File: src/rtl/elm_layer_ctrl.sv
// ---------------------------------------------------------------------------
// elm_layer_ctrl
//
// Sequencer for one ELM hidden layer of NUM_NEURON neurons that share the
// myinput / weight / bias buses.
//
//   LOAD : streams NUM_WEIGHT weights and then one bias into each neuron in
//          turn. The target neuron is named on config_layer_num /
//          config_neuron_num.
//   RUN  : broadcasts one NUM_WEIGHT-word input vector to every neuron,
//          collects every neuron_outvalid bit, then pulses done.
//
// Handshake: a beat happens on a rising clk edge where valid and ready are
// both 1. ready is a pure function of the current state and never depends
// on valid. The producer holds data stable while valid=1 and ready=0.
// valid=0 is a stall and leaves every counter unchanged.
//
// Ports
//   clk, rst                   clock (rising edge); async reset, active high
//   load_start, run_start      start pulses (load_start wins when both are 1)
//   cfg_data/valid/ready       weight+bias stream (accepted in LOAD states)
//   in_data/valid/ready        input-vector stream (accepted in RUN)
//   myinput, myinputValid      registered broadcast of each input beat
//   weightValue, weightValid   registered copy of each weight beat
//   biasValue, biasValid       registered copy of each bias beat
//   config_layer_num           constant LAYER_NO
//   config_neuron_num          neuron being loaded; all-ones otherwise
//   neuron_outvalid            per-neuron outvalid, bit n = neuron n
//   busy, loaded               status flags
//   done, err                  1-cycle status pulses
//   state_dbg                  current FSM state encoding, for checkers
// ---------------------------------------------------------------------------
module elm_layer_ctrl #(
  parameter int DATA_WIDTH = 16,
  parameter int NUM_WEIGHT = 128,
  parameter int NUM_NEURON = 20,
  parameter int LAYER_NO   = 1,
  parameter int DRAIN_MAX  = 16
) (
  input  logic                    clk,
  input  logic                    rst,
  input  logic                    load_start,
  input  logic                    run_start,
  input  logic [DATA_WIDTH-1:0]   cfg_data,
  input  logic                    cfg_valid,
  output logic                    cfg_ready,
  input  logic [DATA_WIDTH-1:0]   in_data,
  input  logic                    in_valid,
  output logic                    in_ready,
  output logic [DATA_WIDTH-1:0]   myinput,
  output logic                    myinputValid,
  output logic [DATA_WIDTH-1:0]   weightValue,
  output logic                    weightValid,
  output logic [DATA_WIDTH-1:0]   biasValue,
  output logic                    biasValid,
  output logic [2*DATA_WIDTH:0]   config_layer_num,
  output logic [2*DATA_WIDTH:0]   config_neuron_num,
  input  logic [NUM_NEURON-1:0]   neuron_outvalid,
  output logic                    busy,
  output logic                    loaded,
  output logic                    done,
  output logic                    err,
  output logic [2:0]              state_dbg
);

  localparam int CW  = 2*DATA_WIDTH + 1;
  localparam int WCW = $clog2(NUM_WEIGHT + 1);
  localparam int NCW = $clog2(NUM_NEURON + 1);
  localparam int DCW = $clog2(DRAIN_MAX + 1);

  localparam logic [WCW-1:0] W_LAST = WCW'(NUM_WEIGHT - 1);
  localparam logic [NCW-1:0] N_LAST = NCW'(NUM_NEURON - 1);
  localparam logic [DCW-1:0] D_LAST = DCW'(DRAIN_MAX - 1);

  typedef enum logic [2:0] {
    S_IDLE   = 3'd0,
    S_LOAD_W = 3'd1,
    S_LOAD_B = 3'd2,
    S_RUN    = 3'd3,
    S_DRAIN  = 3'd4
  } state_t;

  state_t state, state_nx;

  logic [WCW-1:0]        wcnt;   // weight index in LOAD_W, input index in RUN
  logic [NCW-1:0]        nidx;   // neuron being loaded
  logic [DCW-1:0]        dcnt;   // cycles spent in DRAIN
  logic [NUM_NEURON-1:0] seen;   // sticky OR of neuron_outvalid during DRAIN

  logic cfg_beat, in_beat;
  logic last_w, last_n, drain_to, seen_all;
  logic start_load, start_run, bad_run;

  assign cfg_ready = (state == S_LOAD_W) || (state == S_LOAD_B);
  assign in_ready  = (state == S_RUN);
  assign cfg_beat  = cfg_valid && cfg_ready;
  assign in_beat   = in_valid && in_ready;

  assign last_w   = (wcnt == W_LAST);
  assign last_n   = (nidx == N_LAST);
  assign drain_to = (dcnt == D_LAST);
  // Include this cycle's bits so an outvalid arriving now counts immediately.
  assign seen_all = &(seen | neuron_outvalid);

  // Starts are only honoured in IDLE; load_start has priority.
  assign start_load = (state == S_IDLE) && load_start;
  assign start_run  = (state == S_IDLE) && run_start && !load_start && loaded;
  assign bad_run    = (state == S_IDLE) && run_start && !load_start && !loaded;

  assign busy             = (state != S_IDLE);
  assign state_dbg        = state;
  assign config_layer_num = CW'(LAYER_NO);

  // ---------------------------------------------------------------- FSM
  always_ff @(posedge clk or posedge rst) begin
    if (rst) state <= S_IDLE;
    else     state <= state_nx;
  end

  always_comb begin
    state_nx = state;
    case (state)
      S_IDLE: begin
        if (start_load)     state_nx = S_LOAD_W;
        else if (start_run) state_nx = S_RUN;
      end
      S_LOAD_W: if (cfg_beat && last_w) state_nx = S_LOAD_B;
      S_LOAD_B: if (cfg_beat)           state_nx = last_n ? S_IDLE : S_LOAD_W;
      S_RUN:    if (in_beat && last_w)  state_nx = S_DRAIN;
      S_DRAIN:  if (seen_all || drain_to) state_nx = S_IDLE;
      default:  state_nx = S_IDLE;
    endcase
  end

  // ------------------------------------------------- counters and flags
  always_ff @(posedge clk or posedge rst) begin
    if (rst) begin
      wcnt   <= '0;
      nidx   <= '0;
      dcnt   <= '0;
      seen   <= '0;
      loaded <= 1'b0;
    end else begin
      if (start_load || start_run)
        wcnt <= '0;
      else if ((state == S_LOAD_W && cfg_beat) || in_beat)
        wcnt <= last_w ? '0 : wcnt + 1'b1;

      if (start_load)
        nidx <= '0;
      else if (state == S_LOAD_B && cfg_beat && !last_n)
        nidx <= nidx + 1'b1;

      if (start_run) begin
        dcnt <= '0;
        seen <= '0;
      end else if (state == S_DRAIN) begin
        dcnt <= dcnt + 1'b1;   // leaves DRAIN at D_LAST, so never wraps
        seen <= seen | neuron_outvalid;
      end

      if (start_load)
        loaded <= 1'b0;
      else if (state == S_LOAD_B && cfg_beat && last_n)
        loaded <= 1'b1;
    end
  end

  // ------------------------------------------- neuron-side registered outputs
  always_ff @(posedge clk or posedge rst) begin
    if (rst) begin
      myinput           <= '0;
      myinputValid      <= 1'b0;
      weightValue       <= '0;
      weightValid       <= 1'b0;
      biasValue         <= '0;
      biasValid         <= 1'b0;
      config_neuron_num <= '1;
      done              <= 1'b0;
      err               <= 1'b0;
    end else begin
      weightValid  <= (state == S_LOAD_W) && cfg_beat;
      biasValid    <= (state == S_LOAD_B) && cfg_beat;
      myinputValid <= in_beat;
      done         <= (state == S_DRAIN) && seen_all;
      err          <= bad_run || ((state == S_DRAIN) && !seen_all && drain_to);

      if (state == S_LOAD_W && cfg_beat) weightValue <= cfg_data;
      if (state == S_LOAD_B && cfg_beat) biasValue   <= cfg_data;
      if (in_beat)                       myinput     <= in_data;

      // Registered from the current nidx, so the address lags nidx by one
      // cycle and stays on the old neuron while its bias valid is shown.
      // The first IDLE cycle after the last bias still shows that neuron.
      if (start_load)
        config_neuron_num <= '0;
      else if (state == S_LOAD_W || state == S_LOAD_B)
        config_neuron_num <= CW'(nidx);
      else
        config_neuron_num <= '1;
    end
  end

endmodule

File: config.mk
export PLATFORM = sky130hd
export DESIGN_NAME = elm_layer_ctrl
export DESIGN_NICKNAME = d
export VERILOG_FILES = /design/src/rtl/elm_layer_ctrl.sv
export SDC_FILE = /design/constraint.sdc
export NUM_CORES = 1
export LEC_CHECK = 0
export ABC_AREA = 0
export BUFFER_PORTS_ARGS = -buffer_cell sky130_fd_sc_hd__clkbuf_2
export CAP_MARGIN = 20
export CELL_PAD_IN_SITES_DETAIL_PLACEMENT = 0
export CELL_PAD_IN_SITES_GLOBAL_PLACEMENT = 1
export CORE_ASPECT_RATIO = 1.75
export CORE_MARGIN = 3
export CORE_UTILIZATION = 37
export CTS_CLUSTER_SIZE = 40
export DETAILED_ROUTE_END_ITERATION = 7
export GPL_TIMING_DRIVEN = 0
export PLACE_DENSITY = 0.83
export SLEW_MARGIN = 20
export SYNTH_ARGS = -nofsm -noshare
export SYNTH_HDL_FRONTEND = slang
export SYNTH_SLANG_ARGS = --single-unit
File: constraint.sdc
create_clock -name clk -period 4.7 [get_ports clk]
set_input_delay 0.94 -clock clk [delete_from_list [all_inputs] [get_ports clk]]
set_output_delay 0.94 -clock clk [all_outputs]
set_load 0.01 [all_outputs]
==> results of run 1 <==
layer usage:
layer	track usage, %	part of all wire [%]	up-vias
li1	-	-	1676
met1	15.0	35	1624
met2	28.4	55	128
met3	2.87	6.2	23
met4	7.63	3.3	0
met5	0	0	-
cells by family after synthesis:
| family | after synthesis |
|---|---|
| and+or+nand+nor | 102 |
| DFF | 101 |
| buffers and inverters | 83 |
| muxes | 52 |
| AOI/OAI and AO/OA | 50 |
| xor gates and xnor gates | 11 |
| adders and majority gates | 4 |
| other | 2 |
cell type report:
type                            instances  area (sq um)  area share [%]
Inverter                                7          31.3           0.517
Clock inverter                          3          22.5           0.372
Clock buffer                           11           253            4.18
Tap cell                              165           206            3.41
Sequential cell                       101          2530            41.9
Timing Repair Buffer                  151           778            12.9
Buffer                                 76           556            9.18
Multi-Input combinational cell        252          1670            27.6
per-stage QoR:
| stage | setup slack [ns] | total power, mW | cell area [sq um] | hold WS [ns] | cells |
|---|---|---|---|---|---|
| floorplan | 1.12 | 2.00 | 4790 | 0.463 | 436 |
| global placement | 0.0625 | 2.40 | 5740 | 0.476 | 751 |
| detailed placement | 2.26 | 2.44 | 5780 | 0.484 | 752 |
| CTS | 2.00 | 3.14 | 6050 | 0.500 | 766 |
| global route | 1.91 | 3.29 | 6050 | 0.522 | 766 |
| finish | 2.03 | 3.09 | 6050 | 0.493 | 766 |
power breakdown:
part           total, mW  switching [mW]  internal [mW]
logic               1.11           0.531          0.578
registers           1.30           0.165           1.14
clock network      0.685           0.303          0.382
flip-flops by register name, indices dropped and copies added, names as in the netlist, 3 cells and up:
signal             flops
config_neuron_num      6
myinput               16
dcnt                   5
state_dbg              3
nidx                   5
wcnt                   8
weightValue           16
biasValue             16
seen                  20
final timing paths:
check | startpoint | to | slack [ns] | depth (start not counted)
setup / recovery | state_dbg[0] | cfg_ready | 2.03 | 5
hold / removal | seen[2] | seen[2] | 0.49 | 2
setup reg to reg | state_dbg[1] | weightValue[2] | 2.85 | 4
hold reg to reg | seen[2] | seen[2] | 0.49 | 2
max in group asynchronous | rst | config_neuron_num[31] | 3.49 | 3
min in group asynchronous | rst | weightValue[9] | 0.55 | 2
cells in the mapped netlist (all sizes together):
library cell  instances  area [sq um]
or3                   1          6.26
a21oi                26           130
xor2                  6          52.6
and4bb                1          12.5
nor3                  3          31.3
nand2                14          55.1
ha                    4          50.1
a41oi                 1          8.76
a2111o                1          11.3
nand3b                1          7.51
or3b                  1          8.76
a31oi                 1          6.26
nand2b                3          18.8
nor4                  4          25.0
dfstp                 6           158
nand4                 4          25.0
or2                   1          6.26
nor2b                 3          18.8
dfrtp                95          2380
clkbuf                4          16.3
o22ai                11          68.8
and4                  1          8.76
and2                  4          25.0
o32ai                 1          8.76
buf                  72           539
conb                  2          7.51
nand3                 3          15.0
o21ai                 5          25.0
xnor2                 5          43.8
mux2i                 3          33.8
and3                  2          12.5
inv                   7          26.3
o221ai                1          8.76
nor2                 52           195
nor3b                 2          26.3
nand4b                1          8.76
nand4bb               1          11.3
a311oi                2          17.5
mux2                 49           556
a211oi                1          7.51
critical path: stages, from the launching register on:
cell	delay [ns]
dfrtp_1	0.46
buf_2	0.29
xor2_1	0.16
nand2b_1	0.17
inv_1	0.16
clkbuf_2	0.16
==> impl_results.md, run 1 <==
- Status: completed
- Setup violations, final: 0
- RSZ-0062 raised after global routing: false
- Most frequent cells in the layout: clkbuf_2 (151), dfrtp_1 (95), buf_4 (62)
- Layout filler cell count: 1167
- Clock Skew: 0.00581 ns
- Mux cell area share after synthesis: 12.6%
- Clock sink count: 101
- Ant. Diodes: 0
- Chip width: 90.9 um
- Leak pwr: 3.15 nW
- Power Density: 511 mW/mm^2
- Final nets: 660
- Clock buffer count from CTS: 9
- Port bufs: 150
- Max Slew Vio Count: 0
- Clock Tree Buf Depth: 2
- DRT Wirelength: 10600 um
- Post-Synth XOR/XNOR Area: 2.06%
- Hold crit path type: flip-flop to flip-flop
- Starting Density: 38.3%
- Synth Area in Compound Gates: 6.27%
- Simple-Gate Fraction of Synth Area: 11.1%
- Vias/cell: 4.51
- Vias in the first global route: 3513
- Cell row count: 53
- CP Capture Type: output pin
- Layout area overhead: 29.6%
- Synth Instances: 405
- Critical Path AT: 1.73 ns
- Post-CTS setup buffers: 0
- Commonest non-fill, non-tap cell in the layout: clkbuf_2
- Max FO, Critical Path: 10
- GPL Wtd Cong: 0.783
- IO Pins: 184
- Main combinational cell family by area after synthesis: multiplexers
- Yosys warnings: 0
- Largest net degree at the start of global routing: 76
- Critical path launch point type: flip-flop
- Htree depth: 3
- Worst slew margin: 65.0%
- Total number of vias: 3451
- Worst path required time: 3.76 ns
- DR pass1 iterations: 4
- Critical path class: flip-flop to output pin
- Layout cells sized above 1: 49.9%
- Hold Buf Count CTS: 0
- Clk_lat worst skew: 0.34 ns
- Initial antenna violation count: 0
- GRT overflow: 0
- Mapped Area: 0.00467 sq mm
- Aggregate global-route resource usage: 14.9%
- Die area: 0.0141 sq mm
- First-pass GRT wire length: 16800 um
- Final setup TNS: 0 ns
- Fin crit period: 2.67 ns
- Fin. Hold Viols: 0
- Root Buffer: clkbuf_16
- Max Cap Violations: 0
- Synthesized-area fraction occupied by adder cells: 1.07%
- Detailed placement HPWL: 8260 um
- Post-CTS sizing: 0
- Clock Pin Slew Worst Setup and Hold Paths: 0.07 ns
- WL per Instance: 13.9 um
- Mapped Avg Cell Area: 11.5 sq um
- FMAX: 0.374 GHz
- DIE HEIGHT: 155 um
- DR DRC count: 0
- Worst-case vdd ir drop: 0.000258 V
- Fin crit share: 56.8%
- Worst Tran Pin Value: 0.524 ns
- Initial DRC Count: 176
- Core Util, Final: 49.6%
- Number of library cell types mapped by synthesis: 51
- Post-route ant nets: 0
- Sequential area share after synthesis: 54.3%
- Flops & latches, synth: 101
- CTS tree: built
- CORE AREA: 0.0122 sq mm
No activity file was read; power rests on OpenSTA's default activity.
==> run 2: changes to the inputs <==
--- a/config.mk
+++ b/config.mk
@@ -12,11 +12,11 @@
 export CELL_PAD_IN_SITES_GLOBAL_PLACEMENT = 1
 export CORE_ASPECT_RATIO = 1.75
 export CORE_MARGIN = 3
-export CORE_UTILIZATION = 37
+export CORE_UTILIZATION = 33
 export CTS_CLUSTER_SIZE = 40
 export DETAILED_ROUTE_END_ITERATION = 7
 export GPL_TIMING_DRIVEN = 0
-export PLACE_DENSITY = 0.83
+export PLACE_DENSITY = 0.78
 export SLEW_MARGIN = 20
 export SYNTH_ARGS = -nofsm -noshare
 export SYNTH_HDL_FRONTEND = slang
==> constraint.sdc (replaced) <==
create_clock -name clk -period 2.4 [get_ports clk]
set_input_delay 0.48 -clock clk [delete_from_list [all_inputs] [get_ports clk]]
set_output_delay 0.48 -clock clk [all_outputs]
set_load 0.01 [all_outputs]
==> run 2 against run 1 <==
Clock skew increased by 0.0034 ns. Die area increased by 11%. Critical endpoint unchanged. Register-to-register slack got worse by 2.3 ns.
==> impl_results.md, run 2 (same netlist as run 1, synthesis figures left out) <==
- Post-CTS sizing: 0 (unchanged)
- Largest net degree at the start of global routing: 35 (-54%)
- Initial DRC Count: 152 (-14%)
- CORE AREA: 0.0137 sq mm (+12%)
- Post-CTS setup buffers: 0 (unchanged)
- Post-route insts no fill: 779 (+1.7%)
- DRT Wirelength: 10700 um (+0.68%)
- Layout area overhead: 30.9%
- Layout cells sized above 1: 50.2% (+0.33 points)
- Fin crit share: 89.2%
- Post-Place Setup Slack: 0.449 ns (-1.81 ns)
- Max Slew Vio Count: 0 (unchanged)
- Max reg flops: 20 (unchanged)
- Setup violations, final: 0 (unchanged)
- Leak pwr: 3.18 nW (+0.98%)
- CP Capture Type: output pin
- Total number of vias: 3513 (+1.8%)
- Starting Density: 34.2% (-4.1 points)
- Clock Skew: 0.00921 ns (+0.00340 ns)
- Status: completed
- Clock buffer count from CTS: 9 (unchanged)
- Critical path launch point type: flip-flop
- Clock Tree Buf Depth: 2 (unchanged)
- FMAX: 0.467 GHz
- Vias/cell: 4.51 (about the same)
- Most frequent cells in the layout: clkbuf_2 (151), dfrtp_1 (95), buf_4 (62)
- Fin. Hold Viols: 0 (unchanged)
- DIE HEIGHT: 163 um (+5.7%)
- DR pass1 iterations: 4 (unchanged)
- Detailed placement HPWL: 8420 um (+2.0%)
- Max Cap Violations: 0 (unchanged)
- Port bufs: 150 (unchanged)
- Vias in the first global route: 3532 (+0.54%)
- Clk_lat worst skew: 0.34 ns (about the same)
- Layout filler cell count: 1308 (+12%)
- Ant. Diodes: 0 (unchanged)
- CP cell instances: buf_2, xor2_1, nand2b_1, inv_1, clkbuf_2
- Cell row count: 56 (+5.7%)
- Crit path max-delay family: buffers and inverters
- Post-route ant nets: 0 (unchanged)
- Slowest-stage cell, CP: dfrtp_1
- Max stage delay on crit path: 0.47 ns (about the same)
- Critical path class: flip-flop to output pin
- Chip width: 95.9 um (+5.5%)
- CTS tree: built
- Aggregate global-route resource usage: 14.2% (-0.70 points)
- Die area: 0.0157 sq mm (+11%)
- Root Buffer: clkbuf_16
- Commonest non-fill, non-tap cell in the layout: clkbuf_2
- Reg with most FFs: seen
- Hold Buf Count CTS: 0 (unchanged)
- Max FO, Critical Path: 10 (unchanged)
- Buf/Inv on CP: 3 (unchanged)
- Final nets: 662 (+0.30%)
- RSZ-0062 raised after global routing: false
- Initial antenna violation count: 0 (unchanged)
- Fin crit period: 2.14 ns
- GPL Wtd Cong: 0.818 (+4.5%)
- Placed cells: 763 (+1.5%)
- Clock sink count: 101 (unchanged)
- Final setup TNS: 0 ns (unchanged)
- Power Density: 1000 mW/mm^2 (+96%)
- Worst path required time: 1.92 ns (-1.84 ns)
- DR DRC count: 0 (unchanged)
- Htree depth: 3 (unchanged)
- IO Pins: 184 (unchanged)
- Worst-case vdd ir drop: 0.000441 V (+71%)
- WL per Instance: 13.7 um (-1.0%)
- Core Util, Final: 44.7% (-4.9 points)
- GRT overflow: 0 (unchanged)
- Critical Path AT: 1.66 ns (-0.07 ns)
- First-pass GRT wire length: 17300 um (+2.9%)
- Hold crit path type: input port to async pin
- Post-route worst setup slack: 0.260 ns (-1.77 ns)
- Clock Pin Slew Worst Setup and Hold Paths: 0.07 ns (about the same)
-- run 2: cell types whose count changed in the layout (fill, tap and decap cells not counted), sizes merged --
cell and delta:
clkinvlp -2, inv +3, buf +2, clkinv +3
clkbuf -2
-- run 2: layout make-up --
type,instances,area [sq um],area share (%)
multi-input combinational,252,1670,27.3
tap,174,218,3.56
timing repair buffer,153,811,13.3
clock buffer,9,225,3.68
inverter,7,30.0,0.491
buffer,76,556,9.09
clock inverter,7,67.6,1.11
sequential,101,2530,41.5
-- run 2: through the flow --
stage	cell area [sq um]	total power [mW]	hold slack (ns)
after floorplan	4790	3.91	0.463
after global placement	5760	4.70	0.477
after global routing	6110	6.54	0.0736
after detailed placement	5820	4.80	0.430
after CTS	6110	6.24	0.0615
final	6110	6.13	0.0608
-- run 2: worst paths after layout --
kind                               from         endpoint  slack, ns  cells after the start
max in group asynchronous           rst          wcnt[6]       1.66                      4
min in group clk             in_data[4]       myinput[4]       0.37                      2
setup reg to reg           state_dbg[1]   weightValue[0]       0.60                      4
setup / recovery           state_dbg[0]        cfg_ready       0.26                      5
hold reg to reg                 seen[2]          seen[2]       0.50                      2
hold / removal                      rst  weightValue[11]       0.06                      2
-- run 2: worst reg2reg max path, delay by kind of cell (launching register included) --
family / cells / cell delay, ns
mux: 1 / 0.35
flops: 1 / 0.43
buf+inv: 2 / 0.46
simple gates: 1 / 0.44
-- run 2: power by group --
part           switching [mW]  internal (mW)  leakage (nW)
logic                    1.03           1.14          1.80
clock network           0.684          0.731         0.145
registers               0.324           2.22          1.24
total                    2.04           4.09          3.18
-- run 2: routing by layer --
layer	GRT usage (%)	vias to the layer above	wire, um
met5	0	-	0
met4	6.67	0	316
met3	3.78	25	801
met2	25.1	137	5750
met1	15.4	1670	3830
li1	-	1681	-
==> run 3: changes to the inputs <==
--- a/config.mk
+++ b/config.mk
@@ -9,14 +9,14 @@
 export BUFFER_PORTS_ARGS = -buffer_cell sky130_fd_sc_hd__clkbuf_2
 export CAP_MARGIN = 20
 export CELL_PAD_IN_SITES_DETAIL_PLACEMENT = 0
-export CELL_PAD_IN_SITES_GLOBAL_PLACEMENT = 1
+export CELL_PAD_IN_SITES_GLOBAL_PLACEMENT = 2
 export CORE_ASPECT_RATIO = 1.75
 export CORE_MARGIN = 3
-export CORE_UTILIZATION = 33
+export CORE_UTILIZATION = 27
 export CTS_CLUSTER_SIZE = 40
 export DETAILED_ROUTE_END_ITERATION = 7
 export GPL_TIMING_DRIVEN = 0
-export PLACE_DENSITY = 0.78
+export PLACE_DENSITY = 0.79
 export SLEW_MARGIN = 20
 export SYNTH_ARGS = -nofsm -noshare
 export SYNTH_HDL_FRONTEND = slang
==> run 3 against run 2 <==
Setup slack got worse by 0.031 ns. Register-to-register slack hardly changed. Maximum frequency shrank 1.4%. First-iteration DRC count shrank 38%. Routed wire length up 3.5%. Cell area increased by 1.5%. Hold slack improved by 0.039 ns.
==> impl_results.md, run 3 (same netlist as run 1, synthesis figures left out) <==
- Vias in the first global route: 3600 (+1.9%)
- Post-route ant nets: 0 (unchanged)
- Worst-case vdd ir drop: 0.000398 V (-9.8%)
- Starting Density: 27.6% (-6.6 points)
- Fin crit share: 90.4% (+1.3 points)
- Max FO, Critical Path: 10 (unchanged)
- Final instance area: 0.00620 sq mm (+1.5%)
- Slowest-stage cell, CP: dfrtp_1
- GRT overflow: 0 (unchanged)
- RSZ-0062 raised after global routing: false
- Reg with most FFs: seen
- CTS tree: built
- Critical path launch point type: flip-flop
- Aggregate global-route resource usage: 12.0% (-2.2 points)
- Vias/cell: 4.17 (-7.6%)
- Initial antenna violation count: 0 (unchanged)
- Clock Pin Slew Worst Setup and Hold Paths: 0.08 ns (about the same)
- IO Pins: 184 (unchanged)
- Largest net degree at the start of global routing: 34 (-2.9%)
- Fin. Hold Viols: 0 (unchanged)
- Chip width: 105 um (+9.9%)
- Total number of vias: 3466 (-1.3%)
- Psw: 2.06 mW (+1.0%)
- Cell row count: 63 (+13%)
- Sw Ratio: 33.0% (-0.34 points)
- CP Capture Type: output pin
- Clock sink count: 101 (unchanged)
- Worst path required time: 1.92 ns (about the same)
- DR DRC count: 0 (unchanged)
- Clk pwr share: 24.7% (+1.6 points)
- Post-placement cell area: 0.00589 sq mm (+1.1%)
- Final setup TNS: 0 ns (unchanged)
- Power Density: 1010 mW/mm^2 (+0.56%)
- Cell internal pwr: 4.19 mW (+2.6%)
- Combinational Power Share: 34.6% (-0.8 points)
- Hold crit path type: input port to async pin
- Max Slew Vio Count: 0 (unchanged)
- Worst Tran Pin Value: 0.513 ns
- Htree depth: 3 (unchanged)
- Initial DRC Count: 95 (-38%)
- Commonest non-fill, non-tap cell in the layout: clkbuf_2
- Clock buffer count from CTS: 9 (unchanged)
- Ant. Diodes: 0 (unchanged)
- Fin crit period: 2.17 ns (+0.0307 ns)
- DRT Wirelength: 11100 um (+3.5%)
- Layout filler cell count: 1734 (+33%)
- Hold Buf Count CTS: 0 (unchanged)
- Core Util, Final: 36.6% (-8.1 points)
- Clock Skew: 0.0131 ns (+0.00392 ns)
- Worst slew margin: 65.8%
- DIE HEIGHT: 180 um (+10%)
- Critical Path AT: 1.69 ns (+0.03 ns)
- Reg power frac: 40.8% (-0.7 points)
- FMAX: 0.461 GHz (-1.4%)
- CORE AREA: 0.0169 sq mm (+24%)
- Die area: 0.0190 sq mm (+21%)
- Max Cap Violations: 0 (unchanged)
- Max reg flops: 20 (unchanged)
- Final nets: 662 (unchanged)
- Clock Tree Buf Depth: 2 (unchanged)
- GPL Wtd Cong: 0.726 (-11%)
- Critical path class: flip-flop to output pin
- Port bufs: 150 (unchanged)
- Fin Hold WS: 0.100 ns (+0.0393 ns)
- WL per Instance: 13.3 um (-3.1%)
- Leak pwr: 3.19 nW (+0.11%)
- Setup violations, final: 0 (unchanged)
- Post-CTS sizing: 0 (unchanged)
- Status: completed
- Layout cells sized above 1: 50.2% (unchanged)
- Area of the multi-input gates: 0.00167 sq mm (unchanged)
- DR pass1 iterations: 4 (unchanged)
- Layout area overhead: 32.8%
- Most frequent cells in the layout: clkbuf_2 (151), dfrtp_1 (95), buf_4 (62)
- Reg area: 0.00253 sq mm (unchanged)
- Max stage delay on crit path: 0.47 ns (about the same)
- Post-CTS setup buffers: 0 (unchanged)
- Clk_lat worst skew: 0.35 ns (about the same)
- First-pass GRT wire length: 18400 um (+6.2%)
- Detailed placement HPWL: 8650 um (+2.7%)
- CP cell instances: buf_2, xor2_1, nand2b_1, inv_1, clkbuf_2
- Root Buffer: clkbuf_16
-- run 3: power groups by stage --
stage | clock network [mW] | logic [mW] | registers (mW)
2_1_floorplan | 0 | 1.20 | 2.71
3_3_place_gp | 0 | 2.17 | 2.56
3_5_place_dp | 0 | 2.21 | 2.59
4_1_cts | 1.60 | 2.22 | 2.56
5_1_grt | 1.68 | 2.38 | 2.63
6_report | 1.54 | 2.16 | 2.55
-- run 3: layout make-up --
cell class                 count  share of cell area, %
tap                          227                   4.58
inverter                       7                  0.484
sequential                   101                   40.9
clock buffer                   9                   3.63
buffer                        76                   8.96
clock inverter                 7                   1.49
timing repair buffer         153                   13.1
multi-input combinational    252                   26.9
-- run 3: metrics by stage --
stage	power [mW]	setup WS, ns	cells
final	6.26	0.229	832
after global routing	6.69	0.0800	832
after CTS	6.38	0.172	832
after detailed placement	4.80	0.459	816
after global placement	4.72	0.0257	813
after floorplan	3.91	0.721	436
-- run 3: worst paths after layout --
path                              startpoint             end  slack (ns)  cells past startpoint
max in group asynchronous                rst         wcnt[7]        1.59                      4
worst min-delay path                     rst         nidx[2]        0.10                      2
worst max register to register  state_dbg[1]  weightValue[4]        0.61                      4
min in group clk                  in_data[0]      myinput[0]        0.35                      2
worst min register to register      seen[18]        seen[18]        0.50                      2
worst max-delay path            state_dbg[0]       cfg_ready        0.23                      5
-- run 3: layer usage --
layer  part of all wire [%]  GRT usage (%)
met1                     39           13.4
met2                     53           21.4
met3                    6.6           3.23
met4                    1.4           4.57
met5                      0              0
-- run 3: critical path, delay by kind of cell (launching register included) --
family / cells / cell delay (ns)
AND/OR/NAND/NOR: 1 / 0.16
flip-flops: 1 / 0.47
buffers and inverters: 3 / 0.55
XOR/XNOR: 1 / 0.16
